--- src/rtl/ita_step_sequencer_if.sv ---
// Tile-command channel between the step sequencer and the datapath controller.
// The sequencer drives a command and holds it until the controller accepts it with cmd_ready.
interface ita_step_sequencer_if #(
  parameter int H            = 1,
  parameter int TileCntWidth = 32
);
  localparam int HW = (H > 1) ? $clog2(H) : 1;

  logic                    cmd_valid;
  logic                    cmd_ready;
  logic [2:0]              cmd_step;
  logic [HW-1:0]           cmd_head;
  logic [TileCntWidth-1:0] cmd_tile;
  logic                    cmd_last;

  modport master (
    output cmd_valid, cmd_step, cmd_head, cmd_tile, cmd_last,
    input  cmd_ready
  );

  modport slave (
    input  cmd_valid, cmd_step, cmd_head, cmd_tile, cmd_last,
    output cmd_ready
  );
endinterface

--- src/rtl/ita_step_sequencer.sv ---
// Step/tile sequencer for the ITA controller. It latches a run configuration on start,
// then walks heads and, within each head, the steps Q, K, V, QK, AV, OW. It issues one
// tile command per handshake and skips inactive steps without spending cycles on them.
module ita_step_sequencer #(
  parameter int H            = 1,
  parameter int TileCntWidth = 32,
  parameter int NumSteps     = 6,
  localparam int NHW         = $clog2(H + 1),
  localparam int HW          = (H > 1) ? $clog2(H) : 1
) (
  input  logic                    clk_i,
  input  logic                    rst_i,
  input  logic                    start_i,
  input  logic                    abort_i,
  input  logic [NHW-1:0]          n_heads_i,
  input  logic [TileCntWidth-1:0] lin_tiles_i,
  input  logic [TileCntWidth-1:0] attn_tiles_i,
  input  logic [NumSteps-1:0]     step_en_i,
  ita_step_sequencer_if.master    cmd,
  output logic                    busy_o,
  output logic                    done_o
);

  localparam logic [2:0] STEP_QK   = 3'd3;
  localparam logic [2:0] STEP_AV   = 3'd4;
  localparam logic [2:0] STEP_IDLE = 3'd6;

  typedef enum logic [1:0] {S_IDLE, S_ISSUE, S_DONE} state_e;

  state_e                  state_q, state_d;
  logic [NHW-1:0]          nh_q, nh_d, nh_clamped;
  logic [TileCntWidth-1:0] lin_q, lin_d, attn_q, attn_d;
  logic [NumSteps-1:0]     en_q, en_d, act_q, act_in;
  logic [HW-1:0]           head_q, head_d;
  logic [2:0]              step_q, step_d;
  logic [TileCntWidth-1:0] tile_q, tile_d, cnt_cur;
  logic [3:0]              first_in, first_q, next_q;
  logic                    start_ok, tile_last, head_last, final_cmd, valid;

  // A step is active when enabled and its class has at least one tile (OW,AV,QK,V,K,Q).
  function automatic logic [NumSteps-1:0] active_mask(input logic [NumSteps-1:0] en,
                                                      input logic [TileCntWidth-1:0] lin,
                                                      input logic [TileCntWidth-1:0] attn);
    logic lnz, anz;
    lnz = |lin;
    anz = |attn;
    return en & {lnz, anz, anz, lnz, lnz, lnz};
  endfunction

  // Lowest active step at or after 'from'; bit 3 flags that one was found.
  function automatic logic [3:0] find_from(input logic [NumSteps-1:0] act,
                                           input logic [2:0] from);
    logic [3:0] r;
    r = 4'b0;
    for (int s = NumSteps - 1; s >= 0; s--) begin
      if (act[s] && (s >= int'(from))) r = {1'b1, 3'(s)};
    end
    return r;
  endfunction

  assign nh_clamped = (n_heads_i > NHW'(H)) ? NHW'(H) : n_heads_i;
  assign act_in     = active_mask(step_en_i, lin_tiles_i, attn_tiles_i);
  assign first_in   = find_from(act_in, 3'd0);
  assign act_q      = active_mask(en_q, lin_q, attn_q);
  assign first_q    = find_from(act_q, 3'd0);
  assign next_q     = find_from(act_q, 3'(step_q + 3'd1));

  assign cnt_cur    = (step_q == STEP_QK || step_q == STEP_AV) ? attn_q : lin_q;
  assign tile_last  = (tile_q == cnt_cur - TileCntWidth'(1));
  assign head_last  = (int'(head_q) + 1 == int'(nh_q));
  assign final_cmd  = tile_last && !next_q[3] && head_last;

  assign valid      = (state_q == S_ISSUE);
  assign start_ok   = (state_q == S_IDLE) && start_i && !abort_i && !rst_i;

  assign cmd.cmd_valid = valid;
  assign cmd.cmd_step  = valid ? step_q : STEP_IDLE;
  assign cmd.cmd_head  = valid ? head_q : '0;
  assign cmd.cmd_tile  = valid ? tile_q : '0;
  assign cmd.cmd_last  = valid && final_cmd;
  assign busy_o        = (state_q != S_IDLE) || start_ok;
  assign done_o        = (state_q == S_DONE) && !abort_i;

  // State, latched configuration and walk position registers.
  always_ff @(posedge clk_i) begin
    if (rst_i) begin
      state_q <= S_IDLE;
      nh_q    <= '0;
      lin_q   <= '0;
      attn_q  <= '0;
      en_q    <= '0;
      head_q  <= '0;
      step_q  <= '0;
      tile_q  <= '0;
    end else begin
      state_q <= state_d;
      nh_q    <= nh_d;
      lin_q   <= lin_d;
      attn_q  <= attn_d;
      en_q    <= en_d;
      head_q  <= head_d;
      step_q  <= step_d;
      tile_q  <= tile_d;
    end
  end

  // Next-state logic: start/latch, tile/step/head advance on handshake, abort, completion.
  always_comb begin
    state_d = state_q;
    nh_d    = nh_q;
    lin_d   = lin_q;
    attn_d  = attn_q;
    en_d    = en_q;
    head_d  = head_q;
    step_d  = step_q;
    tile_d  = tile_q;
    case (state_q)
      S_IDLE: begin
        if (start_ok) begin
          nh_d   = nh_clamped;
          lin_d  = lin_tiles_i;
          attn_d = attn_tiles_i;
          en_d   = step_en_i;
          head_d = '0;
          tile_d = '0;
          if (first_in[3] && (nh_clamped != '0)) begin
            step_d  = first_in[2:0];
            state_d = S_ISSUE;
          end else begin
            state_d = S_DONE;
          end
        end
      end
      S_ISSUE: begin
        if (abort_i) begin
          state_d = S_IDLE;
        end else if (cmd.cmd_ready) begin
          if (!tile_last) begin
            tile_d = tile_q + TileCntWidth'(1);
          end else begin
            tile_d = '0;
            if (next_q[3]) begin
              step_d = next_q[2:0];
            end else if (!head_last) begin
              head_d = head_q + HW'(1);
              step_d = first_q[2:0];
            end else begin
              state_d = S_DONE;
            end
          end
        end
      end
      S_DONE:  state_d = S_IDLE;
      default: state_d = S_IDLE;
    endcase
  end

endmodule
--- src/flat_wrapper.sv ---
// flat-port wrapper written by rule: the top's interface ports become plain ports
module ita_step_sequencer_flat 
#(
  parameter int H            = 1,
  parameter int TileCntWidth = 32,
  parameter int NumSteps     = 6,
  localparam int NHW         = $clog2(H + 1),
  localparam int HW          = (H > 1) ? $clog2(H) : 1
)
  (clk_i, rst_i, start_i, abort_i, n_heads_i, lin_tiles_i, attn_tiles_i, step_en_i, busy_o, done_o, cmd_cmd_valid, cmd_cmd_step, cmd_cmd_head, cmd_cmd_tile, cmd_cmd_last, cmd_cmd_ready);
  ita_step_sequencer_if #(.H(H), .TileCntWidth(TileCntWidth)) cmd_i ();
  input  logic clk_i;
  input  logic rst_i;
  input  logic start_i;
  input  logic abort_i;
  input  logic [NHW-1:0] n_heads_i;
  input  logic [TileCntWidth-1:0] lin_tiles_i;
  input  logic [TileCntWidth-1:0] attn_tiles_i;
  input  logic [NumSteps-1:0] step_en_i;
  output logic busy_o;
  output logic done_o;
  output wire logic [$bits(cmd_i.cmd_valid)-1:0] cmd_cmd_valid;
  output wire logic [$bits(cmd_i.cmd_step)-1:0] cmd_cmd_step;
  output wire logic [$bits(cmd_i.cmd_head)-1:0] cmd_cmd_head;
  output wire logic [$bits(cmd_i.cmd_tile)-1:0] cmd_cmd_tile;
  output wire logic [$bits(cmd_i.cmd_last)-1:0] cmd_cmd_last;
  input wire logic [$bits(cmd_i.cmd_ready)-1:0] cmd_cmd_ready;
  assign cmd_cmd_valid = cmd_i.cmd_valid;
  assign cmd_cmd_step = cmd_i.cmd_step;
  assign cmd_cmd_head = cmd_i.cmd_head;
  assign cmd_cmd_tile = cmd_i.cmd_tile;
  assign cmd_cmd_last = cmd_i.cmd_last;
  assign cmd_i.cmd_ready = cmd_cmd_ready;
  ita_step_sequencer #(.H(H), .TileCntWidth(TileCntWidth), .NumSteps(NumSteps)) u_core (.clk_i(clk_i), .rst_i(rst_i), .start_i(start_i), .abort_i(abort_i), .n_heads_i(n_heads_i), .lin_tiles_i(lin_tiles_i), .attn_tiles_i(attn_tiles_i), .step_en_i(step_en_i), .cmd(cmd_i), .busy_o(busy_o), .done_o(done_o));
endmodule
--- config.mk ---
export PLATFORM = sky130hd
export DESIGN_NAME = ita_step_sequencer_flat
export DESIGN_NICKNAME = d
export VERILOG_FILES = /design/src/rtl/ita_step_sequencer_if.sv /design/src/rtl/ita_step_sequencer.sv /design/src/flat_wrapper.sv
export SDC_FILE = /design/constraint.sdc
export NUM_CORES = 1
export LEC_CHECK = 0
export CAP_MARGIN = 10
export CORE_UTILIZATION = 40
export CTS_CLUSTER_SIZE = 30
export DETAILED_ROUTE_END_ITERATION = 10
export GPL_TIMING_DRIVEN = 0
export SKIP_CTS_REPAIR_TIMING = 1
export SLEW_MARGIN = 20
export SYNTH_ARGS = -nofsm -noshare
export SYNTH_HDL_FRONTEND = slang
export SYNTH_SLANG_ARGS = --single-unit
export TNS_END_PERCENT = 30
--- constraint.sdc ---
create_clock -name clk_i -period 9.65 [get_ports clk_i]
set_clock_uncertainty 0.15 [all_clocks]
set_input_delay 2.4125 -clock clk_i [delete_from_list [all_inputs] [get_ports clk_i]]
set_output_delay 2.4125 -clock clk_i [all_outputs]
set_load 0.03 [all_outputs]
==> results.json <==
{
  "status": "finished, final reports clean",
  "netlist_area_um2": 7057,
  "startpoint_type": "flop",
  "min_from": "u_core.head_q$_SDFFE_PP0P_",
  "whs_path_depth": 2,
  "cts_tree": "done",
  "setup_viol": 0,
  "nets": 1153,
  "path_class": "flop to primary output",
  "relSlewSlack_pct": 33.85,
  "min_period_ps": 8982,
  "core_um2": 17240,
  "cp_slowest_cell": "or4b_1",
  "antenna_cells": 0,
  "hold_viol": 0,
  "cts_sinks": 109,
  "ys.flop_type": "dfxtp_1",
  "ant_nets": 0,
  "final_design_area_no_fill_um2": 8835,
  "die_w_um": 134.8,
  "die_area_um2": 18180,
  "ys_warn_count": 0,
  "cp_slowest_stage_delay_ps": 560,
  "synthTopCellsByCount": "nand2_1, dfxtp_1, o21ai_0",
  "synthMuxAreaShare_pct": 5.443,
  "cts-root-buf": "clkbuf_16",
  "path_cells": "inv_1 -> ha_1 -> mux2_2 -> buf_2 -> clkbuf_4 -> clkbuf_4 -> clkbuf_4 -> buf_2 -> mux2i_1 -> ha_1 -> or3b_1 -> buf_2 -> or4_4 -> a221oi_1 -> xnor2_1 -> or4b_1 -> nand4bb_1 -> nor4_4 -> buf_4 -> nand2_2 -> nor2_1 -> dlymetal6s2s_1",
  "firstDrtPassIters": 5,
  "ys_ff_latch": 109,
  "dpl.cell_count": 1282,
  "r2r_start": "u_core.step_q[0]$_SDFFE_PP0P_",
  "fp-row-count": 48,
  "fin_cells": 1300,
  "antenna_found_initial": 0,
  "cp_max_fo": 10,
  "synth-xor-area-share_pct": 9.379,
  "drive_above_1_share_pct": 4.744,
  "ys_seq_area_share_pct": 30.92,
  "boundaryPins": 116,
  "rsz0062_at_grt": "no",
  "yosys.area_share.simple_pct": 33.92,
  "track_usage_pct": 25.60,
  "initialDrtViolationCount": 664,
  "period_share_pct": 93.08,
  "die_h_um": 134.8,
  "path_clk_slew_ps": 70,
  "cts_buffers": 9,
  "final-max-slew-violation-count": 0,
  "synth.distinct_cells": 70,
  "rrSetupSlack_ps": 3040,
  "port_buffers": 115,
  "cts_max_path_buffers": 2,
  "grt_pass1_vias": 6558,
  "p_total_w": 0.001199,
  "tns_ps": 0,
  "synth-edff-count": 0,
  "synth_fp_nets": 1024,
  "grt_max_degree": 22,
  "dpl.hpwl_um": 18220,
  "worst_pin_slew_ps": 964.6,
  "yosysTopAreaCell": "dfxtp_1",
  "synth_top_family_by_area": "simple AND/OR/NAND/NOR gates",
  "dpl_cell_area_um2": 8508,
  "synthAdderAreaFrac_pct": 1.241,
  "grt_pass1_wl_um": 35680,
  "worst_ep_required_time_ps": 7090,
  "hp-class": "flop to flop",
  "vdd_ir_drop_max_mv": 0.09613,
  "avgSynthCellArea_um2": 7.499,
  "routed_wl_um": 22740,
  "overflow": 0,
  "worstRegToRegCells": 24,
  "gp_congestion": 0.9414,
  "cts.htree.levels": 3,
  "viasPerCell": 5.570,
  "fmax_mhz": 111.3,
  "synth_top_area_share_pct": 30.92,
  "wire_per_inst_um": 17.49,
  "start_util_pct": 40.94,
  "endpoint_kind": "primary output",
  "postSynth.asyncResetShare_pct": 0,
  "area_growth_syn_to_layout_pct": 25.19,
  "cp_data_arrival_time_ps": 6420,
  "synth_compound_area_share_pct": 15.39,
  "leakagePower_nw": 3.111,
  "synthCells": 941,
  "powerDensity_nw_per_um2": 135.8,
  "critical_path_buf_inv_count": 9,
  "ys_top_cells_by_area": "dfxtp_1, nand2_1, o21ai_0",
  "maxCapViolations": 0,
  "vias": 7241,
  "path_delay_family": "buffers and inverters",
  "r2r-end": "u_core.tile_q[4]$_SDFFE_PP0P_",
  "drc": 0,
  "hold-path-endpoint": "u_core.head_q$_SDFFE_PP0P_",
  "synth_most_common_cell": "nand2_1",
  "worstSkewPairLatency_ps": 370
}
## stage by stage
stage | utilization, % | worst slack (ps) | hold slack, ps
6_report | 51.26 | 668.1 | 326.1
5_1_grt | 51.26 | 341.5 | 347.0
4_1_cts | 51.11 | -51.10 | 326.2
3_5_place_dp | 49.36 | 391.6 | 315.5
3_3_place_gp | 49.25 | 342.5 | 310.4
2_1_floorplan | - | 1813 | 286.4
## worst min-delay path: cells and delay by family (launching register included)
family | cells | cell delay (ps)
and+or+nand+nor | 1 | 60
DFF | 1 | 330
AOI/OAI and AO/OA | 1 | 50
## worst max path at each step
stage | start | end | slack (ps) | depth (start not counted)
detailed placement | u_core.step_q[0]$_SDFFE_PP0P_ | cmd_cmd_last | 390 | 21
CTS | u_core.step_q[0]$_SDFFE_PP0P_ | cmd_cmd_last | -50 | 21
floorplan | u_core.step_q[0]$_SDFFE_PP0P_ | cmd_cmd_last | 1810 | 20
finish | u_core.step_q[0]$_SDFFE_PP0P_ | cmd_cmd_last | 670 | 22
global route | u_core.step_q[0]$_SDFFE_PP0P_ | cmd_cmd_last | 340 | 22
global placement | u_core.step_q[0]$_SDFFE_PP0P_ | cmd_cmd_last | 340 | 21
## state kept, by name, summed over array words and instances (netlist names)
| signal | cells |
|---|---|
| u_core.attn_q | 32 |
| u_core.state_q | 2 |
| u_core.lin_q | 32 |
| u_core.head_q | 1 |
| u_core.nh_q | 1 |
| u_core.en_q | 6 |
| u_core.step_q | 3 |
| u_core.tile_q | 32 |
## metal layers
layer  vias up  GRT usage [%]  wire length (um)
met5         -              0                 0
met4         0          8.240               460
met3        22          3.791              1435
met2       252          39.83             10010
met1      3349          36.18             10830
li1       3618              -                 -
## cells in the final DEF, fill, tap and decap left out, drive strengths merged, types with 5 or more instances in the layout
master         count
a211oi             5
a21oi             11
and2              33
and3              11
and4               6
buf               11
clkbuf            52
clkdlybuf4s50    114
dfxtp            109
ha                 7
inv               18
mux2i             35
nand2            182
nand3             28
nand4             20
nor2              61
nor2b              6
nor3              32
nor4              38
o211ai             9
o21ai             97
o22ai              7
or2                5
or3               10
or4               17
xnor2             39
xor2              34
## cell type report
class / count / area [um^2]
fillers: 1784 / 8402
multi-input cells: 766 / 4624
flip-flops and latches: 109 / 2182
repair buffers: 118 / 1176
well taps: 225 / 281.5
clock buffers: 9 / 225.2
plain buffers: 51 / 212.7
clock inverters: 7 / 76.32
inverters: 15 / 56.30
## kinds of logic after synthesis
group | after synthesis
AOI/OAI and AO/OA | 174
xor gates and xnor gates | 74
adders and majority gates | 7
buffers and inverters | 66
DFF | 109
muxes | 38
and+or+nand+nor | 473
## report_power, final
group	switching [W]	leakage, nW	internal, W	total, W
clock	0.000188	0.147	0.000183	0.000371
sequential	0.0000269	0.886	0.000469	0.000496
combinational	0.000189	2.08	0.000143	0.000332
total	0.000404	3.11	0.000795	0.00120
No activity file was read; power rests on OpenSTA's default activity.
